[src/rtl/mem_arbiter.sv]
// mem_arbiter: round-robin two-port sequencer for a single-port memory with registered one-cycle read latency
module mem_arbiter #(
  parameter int DEPTH = 32,
  parameter int AW = 32,
  parameter int DW = 32
) (
  input  logic          clk,
  input  logic          rst_n,
  input  logic [1:0]    req,
  input  logic [1:0]    we,
  input  logic [AW-1:0] addr0,
  input  logic [AW-1:0] addr1,
  input  logic [DW-1:0] wdata0,
  input  logic [DW-1:0] wdata1,
  output logic [1:0]    gnt,
  output logic [1:0]    err,
  output logic [1:0]    rvalid,
  output logic [DW-1:0] rdata,
  output logic [AW-1:0] mem_addr,
  output logic [DW-1:0] mem_wdata,
  output logic          mem_write,
  output logic          mem_read,
  input  logic [DW-1:0] mem_rdata
);
  typedef enum logic [1:0] {IDLE, ISSUE, WAIT} state_t;
  state_t state, state_nxt;
  logic last, id, we_l, oor;
  logic sel, sel_we, sel_oor;
  logic [AW-1:0] sel_addr;
  logic [DW-1:0] sel_wdata;
  always_comb begin
    sel = (req == 2'b11) ? ~last : req[1];
    sel_addr = sel ? addr1 : addr0;
    sel_wdata = sel ? wdata1 : wdata0;
    sel_we = we[sel];
    sel_oor = sel_addr >= AW'(DEPTH);
    state_nxt = (state == IDLE) ? (|req ? ISSUE : IDLE) :
                (state == ISSUE) ? (we_l ? IDLE : WAIT) : IDLE;
  end
  always_ff @(posedge clk or negedge rst_n) begin
    if (!rst_n) begin
      state <= IDLE;
      last <= 1'b1;
      id <= 1'b0;
      we_l <= 1'b0;
      oor <= 1'b0;
      gnt <= '0;
      err <= '0;
      rvalid <= '0;
      rdata <= '0;
      mem_addr <= '0;
      mem_wdata <= '0;
      mem_write <= 1'b0;
      mem_read <= 1'b0;
    end else begin
      state <= state_nxt;
      gnt <= '0;
      err <= '0;
      rvalid <= '0;
      mem_write <= 1'b0;
      mem_read <= 1'b0;
      if (state == IDLE && |req) begin
        id <= sel;
        last <= sel;
        we_l <= sel_we;
        oor <= sel_oor;
        gnt[sel] <= 1'b1;
        err[sel] <= sel_oor;
        // out-of-range accesses never touch the memory pins
        if (!sel_oor) begin
          mem_addr <= sel_addr;
          mem_wdata <= sel_wdata;
          mem_write <= sel_we;
          mem_read <= ~sel_we;
        end
      end
      if (state == WAIT) begin
        rvalid[id] <= 1'b1;
        rdata <= oor ? '0 : mem_rdata;
      end
    end
  end
endmodule

[config.mk]
export PLATFORM = sky130hd
export DESIGN_NAME = mem_arbiter
export DESIGN_NICKNAME = d
export VERILOG_FILES = /design/src/rtl/mem_arbiter.sv
export SDC_FILE = /design/constraint.sdc
export NUM_CORES = 1
export LEC_CHECK = 0
export CORE_MARGIN = 4
export CORE_UTILIZATION = 40
export CTS_BUF_LIST = sky130_fd_sc_hd__clkbuf_2
export CTS_CLUSTER_DIAMETER = 100
export DETAILED_ROUTE_END_ITERATION = 10
export GPL_TIMING_DRIVEN = 0
export PLACE_DENSITY = 0.86
export SLEW_MARGIN = 20
export SYNTH_ARGS = -nofsm -noshare
export SYNTH_HDL_FRONTEND = slang
export SYNTH_SLANG_ARGS = --single-unit
[constraint.sdc]
create_clock -name clk -period 2.7 [get_ports clk]
set_input_delay 0.405 -clock clk [delete_from_list [all_inputs] [get_ports clk]]
set_output_delay 0.405 -clock clk [all_outputs]
set_load 0.01 [all_outputs]
Word-level counts from Yosys, hierarchy flattened. Index checks and enable logic that the tools add are counted.

Flip-flop bits (word level): 110. Output and inout port bits: 104. Logic and storage cells: 52.

Order comparisons: 5. Equality and inequality tests: 3. Mux-type cells: 21. Bitwise operators: 4. Reductions and logical operators: 6.

Operators with widths (count): 32-bit two-way mux (3); 32-bit by 6-bit >= comparator with 1-bit output (second input constant) (1); 2-bit two-way mux (6); 1-bit two-way mux (10); 2-bit == test (second input constant) (2); 1-bit by 2-bit less-than comparator with 1-bit output (second input constant) (2); 1-bit logical AND (3); 1-bit NOT (3); 2-bit AND (1); 1-bit demux with 1-bit select (2); 2-bit by 1-bit == test with 1-bit output (second input constant) (1); 1-bit >= comparator (second input constant) (2); 2-bit logical NOT (1); 2-bit AND reduction (1); 2-bit OR reduction (1).

Logic depth before layout (Yosys ltp). Gate-level depths: netlist of run 1.

Word-level depth: 8. Mapped depth: 7.

Worst setup path after synthesis of run 1. OpenSTA, ideal clock, no wires.

Path type: register to register. Start: register last. End: register mem_addr[0]. Data arrival time: 1.865 ns. Setup slack: 0.710 ns. Stages on the path, launching flop included: 8. Path buffers: 2. Clock period less this slack: 1.990 ns. Cells stage by stage: dfstp_2 -> a21boi_4 -> or4_1 -> o21ai_2 -> nand3_2 -> buf_6 -> buf_6 -> mux2_4.

Longest elaborated chain between the ends: 6.

RTL lines: from (decl) (line 27) `logic last, id, we_l, oor;`; from (signal assigned) (line 64) `last <= sel;`; 1-bit NOT * (line 32) `sel = (req == 2'b11) ? ~last : req[1];`; 1-bit two-way mux * (line 32); 32-bit two-way mux * (line 33) `sel_addr = sel ? addr1 : addr0;`; 32-bit by 6-bit >= comparator with 1-bit output (line 36) `sel_oor = sel_addr >= AW'(DEPTH);`; 1-bit NOT (no source line); 2-bit AND reduction (no source line); to (signal assigned) (line 71) `mem_addr <= sel_addr;`; to (decl) (line 19) `output logic [AW-1:0] mem_addr,`.

Every way passes the cells marked *; elsewhere a longest branch is shown, timed or not. A chain may end at the register's enable or synchronous reset.

Final worst setup path of run 1.
Start: register last. End: register mem_wdata[24].

Longest elaborated chain between the ends: 6.

RTL lines: 1-bit NOT * (line 32); 1-bit two-way mux * (line 32); 32-bit two-way mux (line 33); 32-bit by 6-bit >= comparator with 1-bit output (line 36); 1-bit NOT (no source line); 2-bit AND reduction (no source line); to (signal assigned) (line 72) `mem_wdata <= sel_wdata;`; to (decl) (line 20) `output logic [DW-1:0] mem_wdata,`.

Marked as above.

==> metrics.md, run 1 <==
| Metric | Value |
|---|---|
| Status | `completed` |
| Seq cells post-synth | `110` |
| Die area | `0.0136 mm²` |
| CTS buffer count | `9` |
| Detailed Place HPWL | `about 12,000 µm` |
| Share of cells above drive strength 1 | `between 10% and 20%` |
| Detail-routed net length per standard cell | `about 18 µm` |
| Cell family with most CP delay | `flip-flops` |
| Hold Fails Final Rpt | `0` |
| Top-area cell type share of the netlist area | `57.6%` |
| Main synth FF type | `dfrtp_1` |
| Post-cts sizing count | `0` |
| Mapped Nets | `about 540` |
| Mean Syn Cell Area | `between 10 and 15 µm²` |
| Die width | `between 100 and 150 µm` |
| Core area | `0.0115 mm²` |
| Crit path buf inv count | `2` |
| CP Class | `flip-flop to flip-flop` |
| Root Driver | `clkbuf_2` |
| Fin crit period | `approximately 2.3 ns` |
| Final Instance Count excl. Fillers | `about 800` |
| Initial Util | `between 40% and 50%` |
| Synth area leader | `dfrtp_1` |
| CTS tree | `built` |
| Leak Pwr | `between 3 and 4 nW` |
| Pwr Total | `3.44 mW` |
| Max Fclk | `432 MHz` |
| Clk pin slew, worst setup/hold paths | `0.30 ns` |
| Maximum fanout along the worst path | `10` |
| Die height | `about 120 µm` |
| PortBufs | `269` |
| Combinational Power Share | `between 20% and 30%` |
| Count of flip-flops with a built-in enable after synthesis | `0` |
| Drt first pass iters | `4` |
| Total clock sinks | `110` |
| Arrival @ worst endpoint | `2.76 ns` |
| # DRC | `0` |
| DR iter-0 viols | `~180` |
| Vias | `just under 4,000` |
| Clock power share | `between 20% and 30%` |
| Clk Latency, worst-skew pair | `between 0.5 and 0.6 ns` |
| Nets | `820` |
| Register area | `about 0.0028 mm²` |
| Pin count of the biggest net entering global routing | `a little over 70` |
| Fillcell total | `between 800 and 900` |
| Peak supply drop | `just under 0.3 mV` |
| Sw frac | `27.5%` |
| Top Ports | `270` |
| Setup repair after global routing missed its margin | `no` |
| Initial antenna violation count | `1` |
| Area growth, synth to finish | `64.5%` |
| Critical path endpoint category | `flip-flop` |
| Cell count after placement | `a little under 800` |
| H-Tree Depth | `3` |
| Post-Syn Area | `0.00474 mm²` |
| Yosys warning count | `0` |
| Cells along the critical path | `a21boi_4, or4_1, o21ai_2, nand3_2, buf_6, buf_6, mux2_4` |
| Seq/Total Area, Yosys | `between 50% and 60%` |
| CP most frequent cell | `buf_6` |
| Final wirelength | `14,600 µm` |
| Area taken by multi-input logic gates | `between 0.0015 and 0.002 mm²` |
| Vias per cell | `between 4 and 5` |
| Power density cells | `around 440 mW/mm²` |
| Most frequent cell after synthesis | `dfrtp_1` |
| Type of the most critical hold path | `input port to asynchronous set/reset pin` |
| Slowest CP cell | `dfstp_2` |
| Post-CTS Repair Setup Buffers | `0` |
| GRT Total Usage | `roughly a fifth` |
| Setup Viol. Count Final | `0` |
| Final TNS setup | `0 ns` |
| Mapped Cells | `372` |
| Startpoint types | `flip-flop` |
| # rows | `39` |
| Worst-Margin Slew | `around 0.59 ns` |
| Max Cap Violations | `0` |
| Seq pwr share | `approximately half` |
| NetSw | `approximately 0.95 mW` |
| Setup Skew | `0.0313 ns` |
| Internal power | `about 2.5 mW` |
| First-pass GRT wire length | `21,900 µm` |
| Remaining global-route overflow | `0` |
| Fin. max-slew vios | `0` |
| Period utilisation layout | `a little under nine tenths` |
| Fin util | `between 60% and 70%` |
| Synth unique cells | `26` |
| Hold WS | `approximately 0.27 ns` |
| Worst slew margin | `60.2%` |
| CP max stage delay | `just over 0.6 ns` |
| Critical path data required time | `around 3.1 ns` |
| Vias in the first global route | `4,347` |
| CTS Buffer Depth | `2` |
| Post-synth ARST share | `100%` |
| Synth area leaders | `dfrtp_1 (58%), mux2_2 (10%), mux2_4 (9.5%)` |
| Detail Route Antenna Nets | `0` |
| Gpl congestion | `approximately 0.85` |
| Commonest cells post-synth | `dfrtp_1 (109), mux2_2 (44), nand2_1 (35)` |
-- flip-flops by register name (all words and copies together) (netlist names) --
signal and count:
rdata 32, we_l 1, id 1, mem_write 1, state 2, mem_wdata 32
last 1, oor 1, mem_read 1, err 2, rvalid 2, mem_addr 32
gnt 2
-- through the flow --
step,instance area [µm²],setup WS (ns)
finish,7790,0.386
global route,7790,0.272
CTS,7790,0.335
detailed placement,7640,-0.0104
global placement,7610,-2.77
floorplan,4740,0.710
-- metal layers --
layer | up-vias | global-route usage (%) | routed length [µm]
li1 | 1823 | - | -
met1 | 1912 | 22.5 | 5190
met2 | 161 | 38.7 | 7830
met3 | 28 | 6.12 | 1140
met4 | 0 | 7.95 | 391
met5 | - | 0 | 0
-- cell usage in the layout, fill, tap and decap left out, types with 2 or more instances in the layout --
cell type        netlist  layout
clkbuf_2               0       9
dfrtp_1              109     109
mux2i_1                2       2
nand2b_1              33      33
nor2_1                 5       5
bufinv_16              0       2
inv_1                  2       2
nand4_1                3       3
nand2_1               35      35
mux2_2                44      44
and2_1                30      30
a21o_1                 2       2
clkdlybuf4s50_1        0     268
mux2_4                30      30
o21ai_0               34      34
clkbuf_1              16      16
buf_6                  4       5
inv_6                  0       2
nor4_1                12      12
-- path summary, 6_finish.rpt --
check	startpoint	end	slack, ns	cells after the start
max in group asynchronous	rst_n	mem_addr[25]$_DFFE_PN0P_	1.72	3
min in group clk	mem_rdata[4]	rdata[4]$_DFFE_PN0N_	0.36	3
worst max-delay path	last$_DFFE_PN1P_	mem_wdata[24]$_DFFE_PN0P_	0.39	7
worst min register to register	id$_DFFE_PN0P_	rvalid[0]$_DFF_PN0_	0.47	1
worst max register to register	last$_DFFE_PN1P_	mem_wdata[24]$_DFFE_PN0P_	0.39	7
worst min-delay path	rst_n	mem_addr[10]$_DFFE_PN0P_	0.27	2
-- worst reg2reg max path: cells and delay by family, from the launching register on --
kind / cells / cell delay [ns]
mux: 1 / 0.30
buf+inv: 2 / 0.35
compound gates: 2 / 0.37
simple gates: 2 / 0.57
flops: 1 / 0.62
-- power by group through the flow --
stage | combinational, mW | clock, mW | sequential (mW)
6_report | 0.805 | 0.857 | 1.78
4_1_cts | 0.820 | 0.890 | 1.78
2_1_floorplan | 0.314 | 0 | 1.83
3_5_place_dp | 0.815 | 0 | 1.81
3_3_place_gp | 0.789 | 0 | 1.81
5_1_grt | 0.878 | 0.956 | 1.79
-- timing repair --
item,4_1_cts,5_1_grt
setup endpoints to repair,0,0
hold buffers,1,0
hold endpoints to repair,39,0
-- area by class of cell --
class                      count  share of cell area, %
multi-input combinational    239                   24.0
buffer                        21                   1.40
timing repair buffer         271                   35.1
antenna                        1                 0.0321
inverter                       2                 0.0964
clock inverter                 7                   1.22
tap                          143                   2.30
sequential                   110                   35.4
clock buffer                   9                  0.578
-- kinds of logic (layout without fill, tap and decap cells) --
family | count (synthesis) | count (layout) | synth area share (%)
AOI/OAI and AO/OA | 39 | 39 | 4.65
and+or+nand+nor | 124 | 124 | 14.3
other | 0 | 1 | 0
DFF | 110 | 110 | 58.2
muxes | 76 | 76 | 20.4
buffers and inverters | 23 | 310 | 2.46
(Power assumes the default switching activity.)
==> run 2: changes to the inputs <==
--- a/config.mk
+++ b/config.mk
@@ -11,4 +11,5 @@
 export CTS_CLUSTER_DIAMETER = 100
 export DETAILED_ROUTE_END_ITERATION = 10
+export GPL_ROUTABILITY_DRIVEN = 0
 export GPL_TIMING_DRIVEN = 0
 export PLACE_DENSITY = 0.86
==> constraint.sdc (replaced) <==
create_clock -name clk -period 2.7 [get_ports clk]
set_input_delay 0.405 -clock clk [delete_from_list [all_inputs] [get_ports clk]]
set_output_delay 0.405 -clock clk [all_outputs]
set_load 0.05 [all_outputs]
==> results of run 2 <==
The final DEF is identical to that of run 1. Status: completed.
Among the figures that moved: total power 3.44 mW -> 3.59 mW; worst IR drop on VDD 0.290 mV -> 0.292 mV
